--- src/rtl/cpu_bus_arbiter_if.sv ---
// SRAM-like bus: a request channel (req/wr/size/wstrb/addr/wdata) answered by
// addr_ok, and a response channel (data_ok/rdata).
// Handshake: a request is accepted on the rising edge where req and addr_ok are
// both 1; the requester holds req and its fields stable until then. A data_ok
// pulse returns exactly one response, in the order the requests were accepted.
interface cpu_bus_arbiter_if;
    logic        req;
    logic        wr;
    logic [1:0]  size;
    logic [3:0]  wstrb;
    logic [31:0] addr;
    logic [31:0] wdata;
    logic        addr_ok;
    logic        data_ok;
    logic [31:0] rdata;

    // Issuer of requests.
    modport master (
        output req, wr, size, wstrb, addr, wdata,
        input  addr_ok, data_ok, rdata
    );

    // Receiver of requests.
    modport slave (
        input  req, wr, size, wstrb, addr, wdata,
        output addr_ok, data_ok, rdata
    );
endinterface

--- src/rtl/cpu_bus_arbiter.sv ---
// Two-to-one arbiter: the CPU instruction and data ports share one SRAM-like
// slave. Data has fixed priority. A request that is waiting for addr_ok keeps
// its grant, so the slave never sees its request change mid-handshake. An
// in-order tag FIFO remembers the issuer of every accepted request so that each
// slave data_ok can be steered back to that issuer.
module cpu_bus_arbiter #(
    parameter int OUTSTANDING = 2
) (
    input  logic                          clk,
    input  logic                          resetn,
    cpu_bus_arbiter_if.slave              inst,
    cpu_bus_arbiter_if.slave              data,
    cpu_bus_arbiter_if.master             s,
    output logic                          dbg_lock,
    output logic [$clog2(OUTSTANDING):0]  dbg_count,
    output logic                          dbg_head
);
    localparam int AW = $clog2(OUTSTANDING);
    localparam logic [AW:0] CNT_FULL = (AW+1)'(OUTSTANDING);

    typedef enum logic {
        ST_IDLE = 1'b0,
        ST_LOCK = 1'b1
    } state_t;

    state_t        state, state_nxt;
    logic          lock_sel, lock_sel_nxt;   // 1 = data master holds the lock
    logic          gnt_data, gnt_inst, granted_req;
    logic          fifo_full, fifo_empty, push, pop, head;
    logic [AW-1:0] wptr, rptr;
    logic [AW:0]   count;
    logic          tags [OUTSTANDING];       // 1 = data, 0 = instruction

    // Grant: fixed data priority, overridden by the locked master.
    always_comb begin
        gnt_data = data.req;
        gnt_inst = inst.req & ~data.req;
        if (state == ST_LOCK) begin
            gnt_data = lock_sel;
            gnt_inst = ~lock_sel;
        end
    end

    assign granted_req = (gnt_data & data.req) | (gnt_inst & inst.req);
    assign fifo_full   = (count == CNT_FULL);
    assign fifo_empty  = (count == '0);

    // A full tag FIFO holds off new requests; reset forces the bus quiet.
    assign s.req   = resetn & granted_req & ~fifo_full;
    assign s.wr    = gnt_data ? data.wr    : inst.wr;
    assign s.size  = gnt_data ? data.size  : inst.size;
    assign s.wstrb = gnt_data ? data.wstrb : inst.wstrb;
    assign s.addr  = gnt_data ? data.addr  : inst.addr;
    assign s.wdata = gnt_data ? data.wdata : inst.wdata;

    assign inst.addr_ok = s.addr_ok & s.req & gnt_inst;
    assign data.addr_ok = s.addr_ok & s.req & gnt_data;

    assign push = s.req & s.addr_ok;
    // A data_ok with nothing outstanding is spurious and dropped.
    assign pop  = s.data_ok & ~fifo_empty;
    assign head = tags[rptr];

    assign data.data_ok = pop & head;
    assign inst.data_ok = pop & ~head;
    assign inst.rdata   = s.rdata;
    assign data.rdata   = s.rdata;

    assign dbg_lock  = (state == ST_LOCK);
    assign dbg_count = count;
    assign dbg_head  = head;

    // Lock FSM state register.
    always_ff @(posedge clk or negedge resetn) begin
        if (!resetn) begin
            state    <= ST_IDLE;
            lock_sel <= 1'b0;
        end else begin
            state    <= state_nxt;
            lock_sel <= lock_sel_nxt;
        end
    end

    // Lock FSM next state: lock while the slave stalls a presented request.
    always_comb begin
        state_nxt    = state;
        lock_sel_nxt = lock_sel;
        case (state)
            ST_IDLE: begin
                if (s.req && !s.addr_ok) begin
                    state_nxt    = ST_LOCK;
                    lock_sel_nxt = gnt_data;
                end
            end
            ST_LOCK: begin
                // Accepted, or the locked master withdrew its request.
                if (s.addr_ok || !s.req) begin
                    state_nxt = ST_IDLE;
                end
            end
            default: state_nxt = ST_IDLE;
        endcase
    end

    // Tag FIFO pointers and occupancy; push and pop together keep count.
    always_ff @(posedge clk or negedge resetn) begin
        if (!resetn) begin
            wptr  <= '0;
            rptr  <= '0;
            count <= '0;
        end else begin
            if (push) wptr <= wptr + 1'b1;
            if (pop)  rptr <= rptr + 1'b1;
            if (push && !pop)      count <= count + 1'b1;
            else if (pop && !push) count <= count - 1'b1;
        end
    end

    // Tag storage; contents only matter below count, so no reset.
    always_ff @(posedge clk) begin
        if (push) tags[wptr] <= gnt_data;
    end
endmodule

--- src/flat_wrapper.sv ---
// flat-port wrapper written by rule: the top's interface ports become plain ports
module cpu_bus_arbiter_flat 
#(
    parameter int OUTSTANDING = 2
)
  (clk, resetn, dbg_lock, dbg_count, dbg_head, inst_req, inst_wr, inst_size, inst_wstrb, inst_addr, inst_wdata, inst_addr_ok, inst_data_ok, inst_rdata, data_req, data_wr, data_size, data_wstrb, data_addr, data_wdata, data_addr_ok, data_data_ok, data_rdata, s_req, s_wr, s_size, s_wstrb, s_addr, s_wdata, s_addr_ok, s_data_ok, s_rdata);
  cpu_bus_arbiter_if inst_i ();
  cpu_bus_arbiter_if data_i ();
  cpu_bus_arbiter_if s_i ();
  input  logic clk;
  input  logic resetn;
  output logic dbg_lock;
  output logic [$clog2(OUTSTANDING):0] dbg_count;
  output logic dbg_head;
  input wire logic [$bits(inst_i.req)-1:0] inst_req;
  input wire logic [$bits(inst_i.wr)-1:0] inst_wr;
  input wire logic [$bits(inst_i.size)-1:0] inst_size;
  input wire logic [$bits(inst_i.wstrb)-1:0] inst_wstrb;
  input wire logic [$bits(inst_i.addr)-1:0] inst_addr;
  input wire logic [$bits(inst_i.wdata)-1:0] inst_wdata;
  output wire logic [$bits(inst_i.addr_ok)-1:0] inst_addr_ok;
  output wire logic [$bits(inst_i.data_ok)-1:0] inst_data_ok;
  output wire logic [$bits(inst_i.rdata)-1:0] inst_rdata;
  input wire logic [$bits(data_i.req)-1:0] data_req;
  input wire logic [$bits(data_i.wr)-1:0] data_wr;
  input wire logic [$bits(data_i.size)-1:0] data_size;
  input wire logic [$bits(data_i.wstrb)-1:0] data_wstrb;
  input wire logic [$bits(data_i.addr)-1:0] data_addr;
  input wire logic [$bits(data_i.wdata)-1:0] data_wdata;
  output wire logic [$bits(data_i.addr_ok)-1:0] data_addr_ok;
  output wire logic [$bits(data_i.data_ok)-1:0] data_data_ok;
  output wire logic [$bits(data_i.rdata)-1:0] data_rdata;
  output wire logic [$bits(s_i.req)-1:0] s_req;
  output wire logic [$bits(s_i.wr)-1:0] s_wr;
  output wire logic [$bits(s_i.size)-1:0] s_size;
  output wire logic [$bits(s_i.wstrb)-1:0] s_wstrb;
  output wire logic [$bits(s_i.addr)-1:0] s_addr;
  output wire logic [$bits(s_i.wdata)-1:0] s_wdata;
  input wire logic [$bits(s_i.addr_ok)-1:0] s_addr_ok;
  input wire logic [$bits(s_i.data_ok)-1:0] s_data_ok;
  input wire logic [$bits(s_i.rdata)-1:0] s_rdata;
  assign inst_i.req = inst_req;
  assign inst_i.wr = inst_wr;
  assign inst_i.size = inst_size;
  assign inst_i.wstrb = inst_wstrb;
  assign inst_i.addr = inst_addr;
  assign inst_i.wdata = inst_wdata;
  assign inst_addr_ok = inst_i.addr_ok;
  assign inst_data_ok = inst_i.data_ok;
  assign inst_rdata = inst_i.rdata;
  assign data_i.req = data_req;
  assign data_i.wr = data_wr;
  assign data_i.size = data_size;
  assign data_i.wstrb = data_wstrb;
  assign data_i.addr = data_addr;
  assign data_i.wdata = data_wdata;
  assign data_addr_ok = data_i.addr_ok;
  assign data_data_ok = data_i.data_ok;
  assign data_rdata = data_i.rdata;
  assign s_req = s_i.req;
  assign s_wr = s_i.wr;
  assign s_size = s_i.size;
  assign s_wstrb = s_i.wstrb;
  assign s_addr = s_i.addr;
  assign s_wdata = s_i.wdata;
  assign s_i.addr_ok = s_addr_ok;
  assign s_i.data_ok = s_data_ok;
  assign s_i.rdata = s_rdata;
  cpu_bus_arbiter #(.OUTSTANDING(OUTSTANDING)) u_core (.clk(clk), .resetn(resetn), .inst(inst_i), .data(data_i), .s(s_i), .dbg_lock(dbg_lock), .dbg_count(dbg_count), .dbg_head(dbg_head));
endmodule
--- config.mk ---
export PLATFORM = sky130hd
export DESIGN_NAME = cpu_bus_arbiter_flat
export DESIGN_NICKNAME = d
export VERILOG_FILES = /design/src/rtl/cpu_bus_arbiter_if.sv /design/src/rtl/cpu_bus_arbiter.sv /design/src/flat_wrapper.sv
export SDC_FILE = /design/constraint.sdc
export NUM_CORES = 1
export LEC_CHECK = 0
export CORE_AREA = 2 2 124 126
export CTS_BUF_LIST = sky130_fd_sc_hd__clkbuf_8
export DETAILED_ROUTE_END_ITERATION = 10
export DIE_AREA = 0 0 126 128
export PLACE_DENSITY = 0.52
export SYNTH_ARGS = -nofsm -noshare
export SYNTH_HDL_FRONTEND = slang
export SYNTH_SLANG_ARGS = --single-unit
--- constraint.sdc ---
create_clock -name clk -period 1.9 [get_ports clk]
set_clock_uncertainty 0.1 [all_clocks]
set_input_delay 0.57 -clock clk [delete_from_list [all_inputs] [get_ports clk]]
set_output_delay 0.57 -clock clk [all_outputs]
set_load 0.005 [all_outputs]
== Word-level counts from Yosys, hierarchy flattened ==
Memories as Yosys holds them, arrays and structs flattened.
Cells that the tools add are included.
Storage, ports and cells
  register bits: 6
  RAM bits: 2
  input port bits: 180
  output and inout bits: 144
  word-level logic and storage cells: 54
  memories kept: 1
Cells by class
  add/sub/neg operators: 4
  equal/unequal tests: 1
  mux-type cells: 14
  bitwise operators: 18
  reduce and logical (&&, ||, !) cells: 11
Memories
  u_core.tags: words 2, width 1, rd ports 1, clocked after memory_dff 0, wr ports 1, RTL line cpu_bus_arbiter.sv:32  | logic tags [OUTSTANDING];
Operators by type and width (number)
  $mux 32: 2
  $and 1x1->1: 11
  $mux 1: 7
  $mux 2: 3
  $not 1->1: 6
  $logic_not 1->1: 4
  $mux 4: 1
  $logic_and 1x1->1: 3
  $add 1x1->1 const B: 2
  $add 2x1->2 const B: 1
  $eq 2x2->1 const B: 1
  $logic_not 2->1: 1
  $pmux 1 s2: 1
  $reduce_and 2->1: 1
  $reduce_bool 2->1: 1
  $sub 2x1->2 const B: 1
  $logic_or 1x1->1: 1
  $or 1x1->1: 1

== Longest topological paths before layout ==
Gate-level depths: netlist (run 1).
  word-level depth: 12
  mapped depth: 8
  gate-level depth less buffers: 8

== Worst setup path before layout (run 1) ==
OpenSTA, ideal clock, no wires.
  kind: input to output
  from: input port data_req
  to: output port s_addr[10]
  data arrival time: 1.260 ns
  required time: 1.230 ns
  slack: -0.030 ns
  stages: 6
  path buffers: 2
  path through: mux2i_4 > inv_2 > buf_6 > buf_6 > nand2_1 > nand2_1
Between the ends
  word-level cells in the longest chain between the ends: 2
RTL lines
  start, declared: RTL line flat_wrapper.sv:24  | input wire logic [$bits(data_i.req)-1:0] data_req;
  $mux 1: RTL line cpu_bus_arbiter.sv:38  | if (state == ST_LOCK) begin
  named net u_core.gnt_data: RTL line cpu_bus_arbiter.sv:28  | logic gnt_data, gnt_inst, granted_req;
  $mux 32: RTL line cpu_bus_arbiter.sv:53  | assign s.addr = gnt_data ? data.addr : inst.addr;
  end, declared: RTL line flat_wrapper.sv:37  | output wire logic [$bits(s_i.addr)-1:0] s_addr;
The timed path passes the listed nets, and every way through them passes these cells.

== Worst setup path in the final report (run 1) ==
  from: register u_core.state (netlist: u_core.dbg_lock)
  to: output port s_req
Between the ends
  word-level cells in the longest chain between the ends: 5
RTL lines
  start, declared: RTL line cpu_bus_arbiter.sv:26  | state_t state, state_nxt;
  start signal, assigned: RTL line cpu_bus_arbiter.sv:79  | state <= state_nxt;
  $mux 1: RTL line cpu_bus_arbiter.sv:38
  $and 1x1->1: RTL line cpu_bus_arbiter.sv:44  | assign granted_req = (gnt_data & data.req) | (gnt_inst & inst.req);
  $or 1x1->1 (*): RTL line cpu_bus_arbiter.sv:44
  $and 1x1->1 (*) (2 in a row): RTL line cpu_bus_arbiter.sv:49  | assign s.req = resetn & granted_req & ~fifo_full;
  end, declared: RTL line flat_wrapper.sv:33  | output wire logic [$bits(s_i.req)-1:0] s_req;
Mark *: on every way between the ends. The rest lies on a longest branch, timed or not.

==> flow_metrics.tcl, run 1 <==
set metrics [dict create \
    status "finished, violations left" \
    violations "setup timing" \
    slew_headroom 0.878 \
    synth_fp_nets 511 \
    grt_max_degree 34 \
    synth-seq-cells 8 \
    n_fill_cell 1600 \
    power.density_nw_per_um2 663 \
    seq_area_um2 210 \
    slew_violations 0 \
    met2WireLength_mm 5.87 \
    ys.warnings.count 0 \
    max_freq_ghz 0.397 \
    core_area_um2 14900 \
    port_buffers 227 \
    vias 2944 \
    clock-sinks 8 \
    grt_pass1_wl_mm 13.9 \
    worstSetupPathType "reg -> out" \
    hold_class "in -> async" \
    cts_tree "yes" \
    fin_ws_ns -0.619 \
    clk_pin_slew_ns 0.04 \
    antenna_found_initial 0 \
    fin_crit_sh 1.33 \
    yosysUniqueCellTypes 27 \
    place_congestion 0.781 \
    crit_fanout 5 \
    io_pins 324 \
    grt_pass1_vias 2714 \
    first_pass_iters 4 \
    period_minus_slack_ns 2.52 \
    area_growth_pct 174 \
    post-route-drc-count 0 \
    worst_ep_arrival_time_ns 1.85 \
    maxCapViolCount 0 \
    grt_use_total 0.108 \
    die-area_um2 16100 \
    avgSynthCellArea_um2 5.56 \
    netlist_instances 330 \
    timing.hold.ws_ns 0.308 \
    htreeDepth 1 \
    grt_overflow 0 \
    synth-edff-count 2 \
    routedWlPerCell_um 15.5 \
    top_layer_used "met4" \
    met1_length_mm 4.51 \
    worst_pin_slew_ns 0.179 \
    dr.first_iter.drc_count 42 \
    async_flop_share 0.750 \
    hpwl_mm 7.03 \
    die_w_um 126 \
    synthFlopType "dfrtp_1" \
    clock-root-buffer "clkbuf_8" \
    fin_setup_tns_ns -36.32 \
    fp.dieH_um 128 \
    crit_path_end_kind "primary output" \
    seq_area_frac_synth 0.115 \
    ant_nets 0 \
    worstPathRequired_ns 1.23 \
    routed_wl_mm 11.7 \
    clock_latency_ns 0.23 \
    syn_area_um2 1830 \
    setup_viol 80 \
    ir_drop_v 0.000264 \
    rsz0062_at_grt "true" \
    met3_length_mm 1.05 \
    multi_input_area_um2 1410 \
    drive_gt1_frac 0.475 \
    power_leakage_uw 0.00254 \
    nets 751 \
    antenna_cells 0 \
    hold_viol 0 \
    initial_core_util 0.123 \
    clk_path_buf_depth 2 \
    row_count 45 \
    cts-buffers-inserted 3 \
    via_per_inst 3.89 \
    cp-start-kind "register" \
]
stage by stage:
| stage | power, µW | area (µm²) | cells | setup WS, ns | util |
|---|---|---|---|---|---|
| 2_1_floorplan | 1100 | 1830 | 330 | -0.0282 | - |
| 3_5_place_dp | 2210 | 3950 | 687 | -1.10 | 0.265 |
| 4_1_cts | 2800 | 4380 | 718 | -0.761 | 0.295 |
| 3_3_place_gp | 2200 | 3950 | 687 | -1.05 | 0.265 |
| 5_1_grt | 3560 | 5030 | 756 | -0.681 | 0.339 |
| 6_report | 3340 | 5030 | 756 | -0.619 | 0.339 |
flip-flops by register name, summed over array words and instances (netlist names):
register,count
u_core.lock_sel,1
u_core.wptr,1
u_core.tags,2
u_core.dbg_count,2
u_core.dbg_lock,1
u_core.rptr,1
synth_stat cells, types with 2 or more instances:
library cell  count  area (µm²)
edfxtp_1          2        60.1
xnor2_1           3        26.3
clkbuf_1          2        7.51
buf_2             5        25.0
buf_4            64         480
nand2_1         213         800
nor2b_1           2        12.5
and3_1            2        12.5
dfrtp_1           6         150
nor2_1            5        18.8
buf_6             8        90.1
inv_1             2        7.51
xor2_1            2        17.5
routing by layer:
| metal | vias to the layer above | track usage |
|---|---|---|
| li1 | 1414 | - |
| met1 | 1316 | 0.115 |
| met2 | 183 | 0.205 |
| met3 | 31 | 0.0351 |
| met4 | 0 | 0.0284 |
| met5 | - | 0 |
power by group:
part           switching [µW]  internal, µW  total (µW)  leakage [µW]
clock network            69.4           138         207     0.0000216
logic                    1150          1690        2840       0.00243
registers                47.1           246         293     0.0000901
total                    1270          2070        3340       0.00254
placed cells by master (no fill, tap or decap), types with 2 or more instances in the layout:
cell / n
nor2_1: 4
buf_16: 5
clkbuf_8: 3
nand2_4: 21
nand2_2: 70
nand2_1: 122
clkdlybuf4s50_1: 144
dlymetal6s2s_1: 3
dfrtp_1: 6
xor2_1: 2
buf_12: 13
clkbuf_2: 20
edfxtp_1: 2
buf_2: 46
dlygate4sd2_1: 5
buf_8: 6
xnor2_1: 2
buf_6: 41
clkbuf_16: 4
buf_4: 26
cells by family after synthesis:
kind of cell    count (synthesis)  share of synthesized area
simple gates                  228                      0.480
compound gates                  4                     0.0218
flops                           8                      0.115
fa+ha+maj                       1                    0.00682
xor+xnor                        5                     0.0239
buf+inv                        82                      0.335
mux                             2                     0.0184
path summary, 6_finish.rpt:
check                           startpoint                  end  slack (ns)  depth (start not counted)
min in group clk               u_core.wptr          u_core.wptr        0.41                          1
max in group asynchronous           resetn          u_core.wptr        1.26                          2
max reg2reg                u_core.dbg_lock  u_core.dbg_count[1]       -0.50                         13
max                        u_core.dbg_lock                s_req       -0.62                          8
min                                 resetn  u_core.dbg_count[0]        0.31                          2
min reg2reg                    u_core.wptr          u_core.wptr        0.41                          1
worst max-delay path, cell delays in order, from the launching register on:
cell and delay [ns]:
dfrtp_1 0.41, mux2i_4 0.29, buf_8 0.18, inv_12 0.05, buf_6 0.12, buf_6 0.11
buf_6 0.11, o2111a_1 0.23, buf_2 0.13
repair_timing:
item                       CTS  global route
gates resized for setup    247           228
setup endpoints to repair   84            82
cloned                       7             6
pin swaps                   16            75
buffers inserted            22            43
hold buffers                 0             0
cell type report:
| type | count | share of cell area |
|---|---|---|
| repair buffers | 313 | 0.615 |
| multi-input cells | 240 | 0.280 |
| well taps | 188 | 0.0467 |
| flip-flops and latches | 8 | 0.0418 |
| clock buffers | 3 | 0.00820 |
| inverters | 3 | 0.00472 |
| repair inverters | 1 | 0.00323 |
Power figures use the tool's default switching activity.
==> run 2, diff against run 1 <==
--- a/config.mk
+++ b/config.mk
@@ -10,6 +10,7 @@
 export DETAILED_ROUTE_END_ITERATION = 10
 export DIE_AREA = 0 0 126 128
 export PLACE_DENSITY = 0.52
+export REMOVE_ABC_BUFFERS = 1
 export SYNTH_ARGS = -nofsm -noshare
 export SYNTH_HDL_FRONTEND = slang
 export SYNTH_SLANG_ARGS = --single-unit
==> run 2 against run 1 <==
- the run still ends with setup timing left
- clock-buffer cell count stayed put
- combinational power fell by 12%
- highest routed layer is now met5
- wire length up 15%
- utilization decreased by 2.4 points
- clock power is essentially flat
- non-clock buffer count decreased by 14
- final cell count decreased by 2.0%
- sequential cell count unchanged
- register-to-register slack improved by 0.11 ns
- die area did not move
- largest power group unchanged
- setup slack gained 0.094 ns
- total power shrank 10%
==> flow_metrics.tcl, run 2 (synthesized netlist as in run 1, its figures left out) <==
set metrics [dict create \
    hold_viol 0 \
    clk_pin_slew_ns 0.04 \
    reg2reg_depth 12 \
    ant_nets 0 \
    area_growth_pct 155 \
    fin_crit_sh 1.28 \
    clk_path_buf_depth 2 \
    htreeDepth 1 \
    p_total_uw 3000 \
    row_count 45 \
    setup_viol 78 \
    fp.dieH_um 128 \
    crit_path_end "s_wdata[14]" \
    vias 2968 \
    worstSetupPathType "reg -> out" \
    slew_headroom 0.864 \
    grt-busiest-layer "met2" \
    initial_core_util 0.123 \
    n_fill_cell 1602 \
    r2r_setup_slack_ns -0.39 \
    routed_wl_mm 13.4 \
    period_minus_slack_ns 2.43 \
    max_freq_ghz 0.412 \
    status "finished, violations left" \
    grt_pass1_vias 2874 \
    antenna_found_initial 0 \
    power.density_nw_per_um2 642 \
    cts-buffers-inserted 3 \
    use_met2 0.214 \
    timing.hold.ws_ns 0.294 \
    port_buffers 227 \
    io_pins 324 \
    use_met1 0.177 \
    place_area_um2 3980 \
    r2r-end "u_core.dbg_count[1]" \
    maxCapViolCount 0 \
    hold_class "in -> async" \
    worst_ep_arrival_time_ns 1.76 \
    power_leakage_uw 0.00235 \
    cts_tree "yes" \
    mostFrequentLayoutCells "clkdlybuf4s50_1 (144), nand2_1 (133), nand2_2 (64)" \
    rsz0062_at_grt "true" \
    holdBufCountCts 0 \
    grt_util_met3 0.129 \
    grt_overflow 0 \
    clock-root-buffer "clkbuf_8" \
    hpwl_mm 9.08 \
    layout_commonest_cell "clkdlybuf4s50_1" \
    worst_pin_slew_ns 0.204 \
    routedWlPerCell_um 18.1 \
    ir_drop_v 0.000389 \
    die_w_um 126 \
    first_pass_iters 4 \
    fin_ws_ns -0.525 \
    clock-sinks 8 \
    nets 736 \
    violations "setup timing" \
    grt_max_degree 15 \
    r2r_start "u_core.dbg_lock" \
    core_area_um2 14900 \
    grt_pass1_wl_mm 18.3 \
    crit_fanout 6 \
    place_congestion 0.803 \
    cp-start-kind "register" \
    die-area_um2 16100 \
    fin_setup_tns_ns -30.65 \
    drive_gt1_frac 0.441 \
    via_per_inst 4.01 \
    startpoint "u_core.dbg_lock" \
    post-route-drc-count 0 \
    clock_latency_ns 0.23 \
    dr.first_iter.drc_count 61 \
    worstPathRequired_ns 1.23 \
    finalInstanceArea_um2 4680 \
    slew_violations 0 \
    grt_use_total 0.150 \
    antenna_cells 0 \
    crit_path_end_kind "primary output" \
]
-- run 2: cell types whose count changed in the layout (fill, tap and decap cells not counted), moves of 2 or more --
cell / before / now
buf_8: 6 / 8
buf_6: 41 / 28
clkbuf_16: 4 / 1
clkbuf_2: 20 / 17
clkdlybuf4s15_1: 0 / 4
nand2_1: 122 / 133
dlymetal6s2s_1: 3 / 0
buf_12: 13 / 8
clkdlybuf4s15_2: 0 / 2
nand2_4: 21 / 16
buf_2: 46 / 52
nand2_2: 70 / 64
-- run 2: per-layer routing --
metal  up-vias  part of all wire
met5         -            0.0051
met2       235              0.42
met3         6              0.18
li1       1384                 -
met4         2            0.0022
met1      1341              0.39
-- run 2: metrics by stage --
step	util	worst slack, ns	instances
2_1_floorplan	-	-1.63	251
3_3_place_gp	0.268	-1.03	692
6_report	0.315	-0.525	741
5_1_grt	0.315	-0.597	741
3_5_place_dp	0.268	-1.05	692
4_1_cts	0.313	-0.693	738
-- run 2: layout make-up --
| type | count | area [µm²] | share of cell area |
|---|---|---|---|
| Inverter | 3 | 23.8 | 0.00508 |
| Sequential cell | 8 | 211 | 0.0452 |
| Clock buffer | 3 | 41.3 | 0.00883 |
| Tap cell | 188 | 235 | 0.0503 |
| Multi-Input combinational cell | 240 | 1350 | 0.288 |
| Timing Repair Buffer | 299 | 2820 | 0.602 |
-- run 2: repair_timing --
action | CTS | global route
gates resized for setup | 335 | 131
gates cloned | 11 | 1
setup buffers | 32 | 18
setup endpoints to repair | 84 | 80
pin swaps | 24 | 72
endpoints found under the hold margin | 0 | 0
-- run 2: worst min path at each step --
stage                          endpoint  slack [ns]  cells past startpoint
finish                      u_core.wptr        0.29                      2
global route                u_core.wptr        0.32                      2
CTS                 u_core.dbg_count[0]        0.29                      2
detailed placement          u_core.wptr        0.39                      1
global placement            u_core.wptr        0.38                      1
floorplan           u_core.dbg_count[0]        0.17                      0
-- run 2: critical path, cell delays in order (launching register included) --
cell,delay (ns)
dfrtp_2,0.38
mux2i_4,0.25
buf_6,0.17
inv_12,0.04
buf_8,0.12
buf_12,0.12
buf_8,0.12
buf_6,0.11
nand2_2,0.04
nand2_1,0.04
buf_2,0.12
-- run 2: power by group --
| group | switching [µW] | internal (µW) | leakage (µW) |
|---|---|---|---|
| Clock | 68.5 | 137 | 0.0000216 |
| Combinational | 1040 | 1460 | 0.00223 |
| Sequential | 51.3 | 246 | 0.0000886 |
| Total | 1160 | 1850 | 0.00235 |
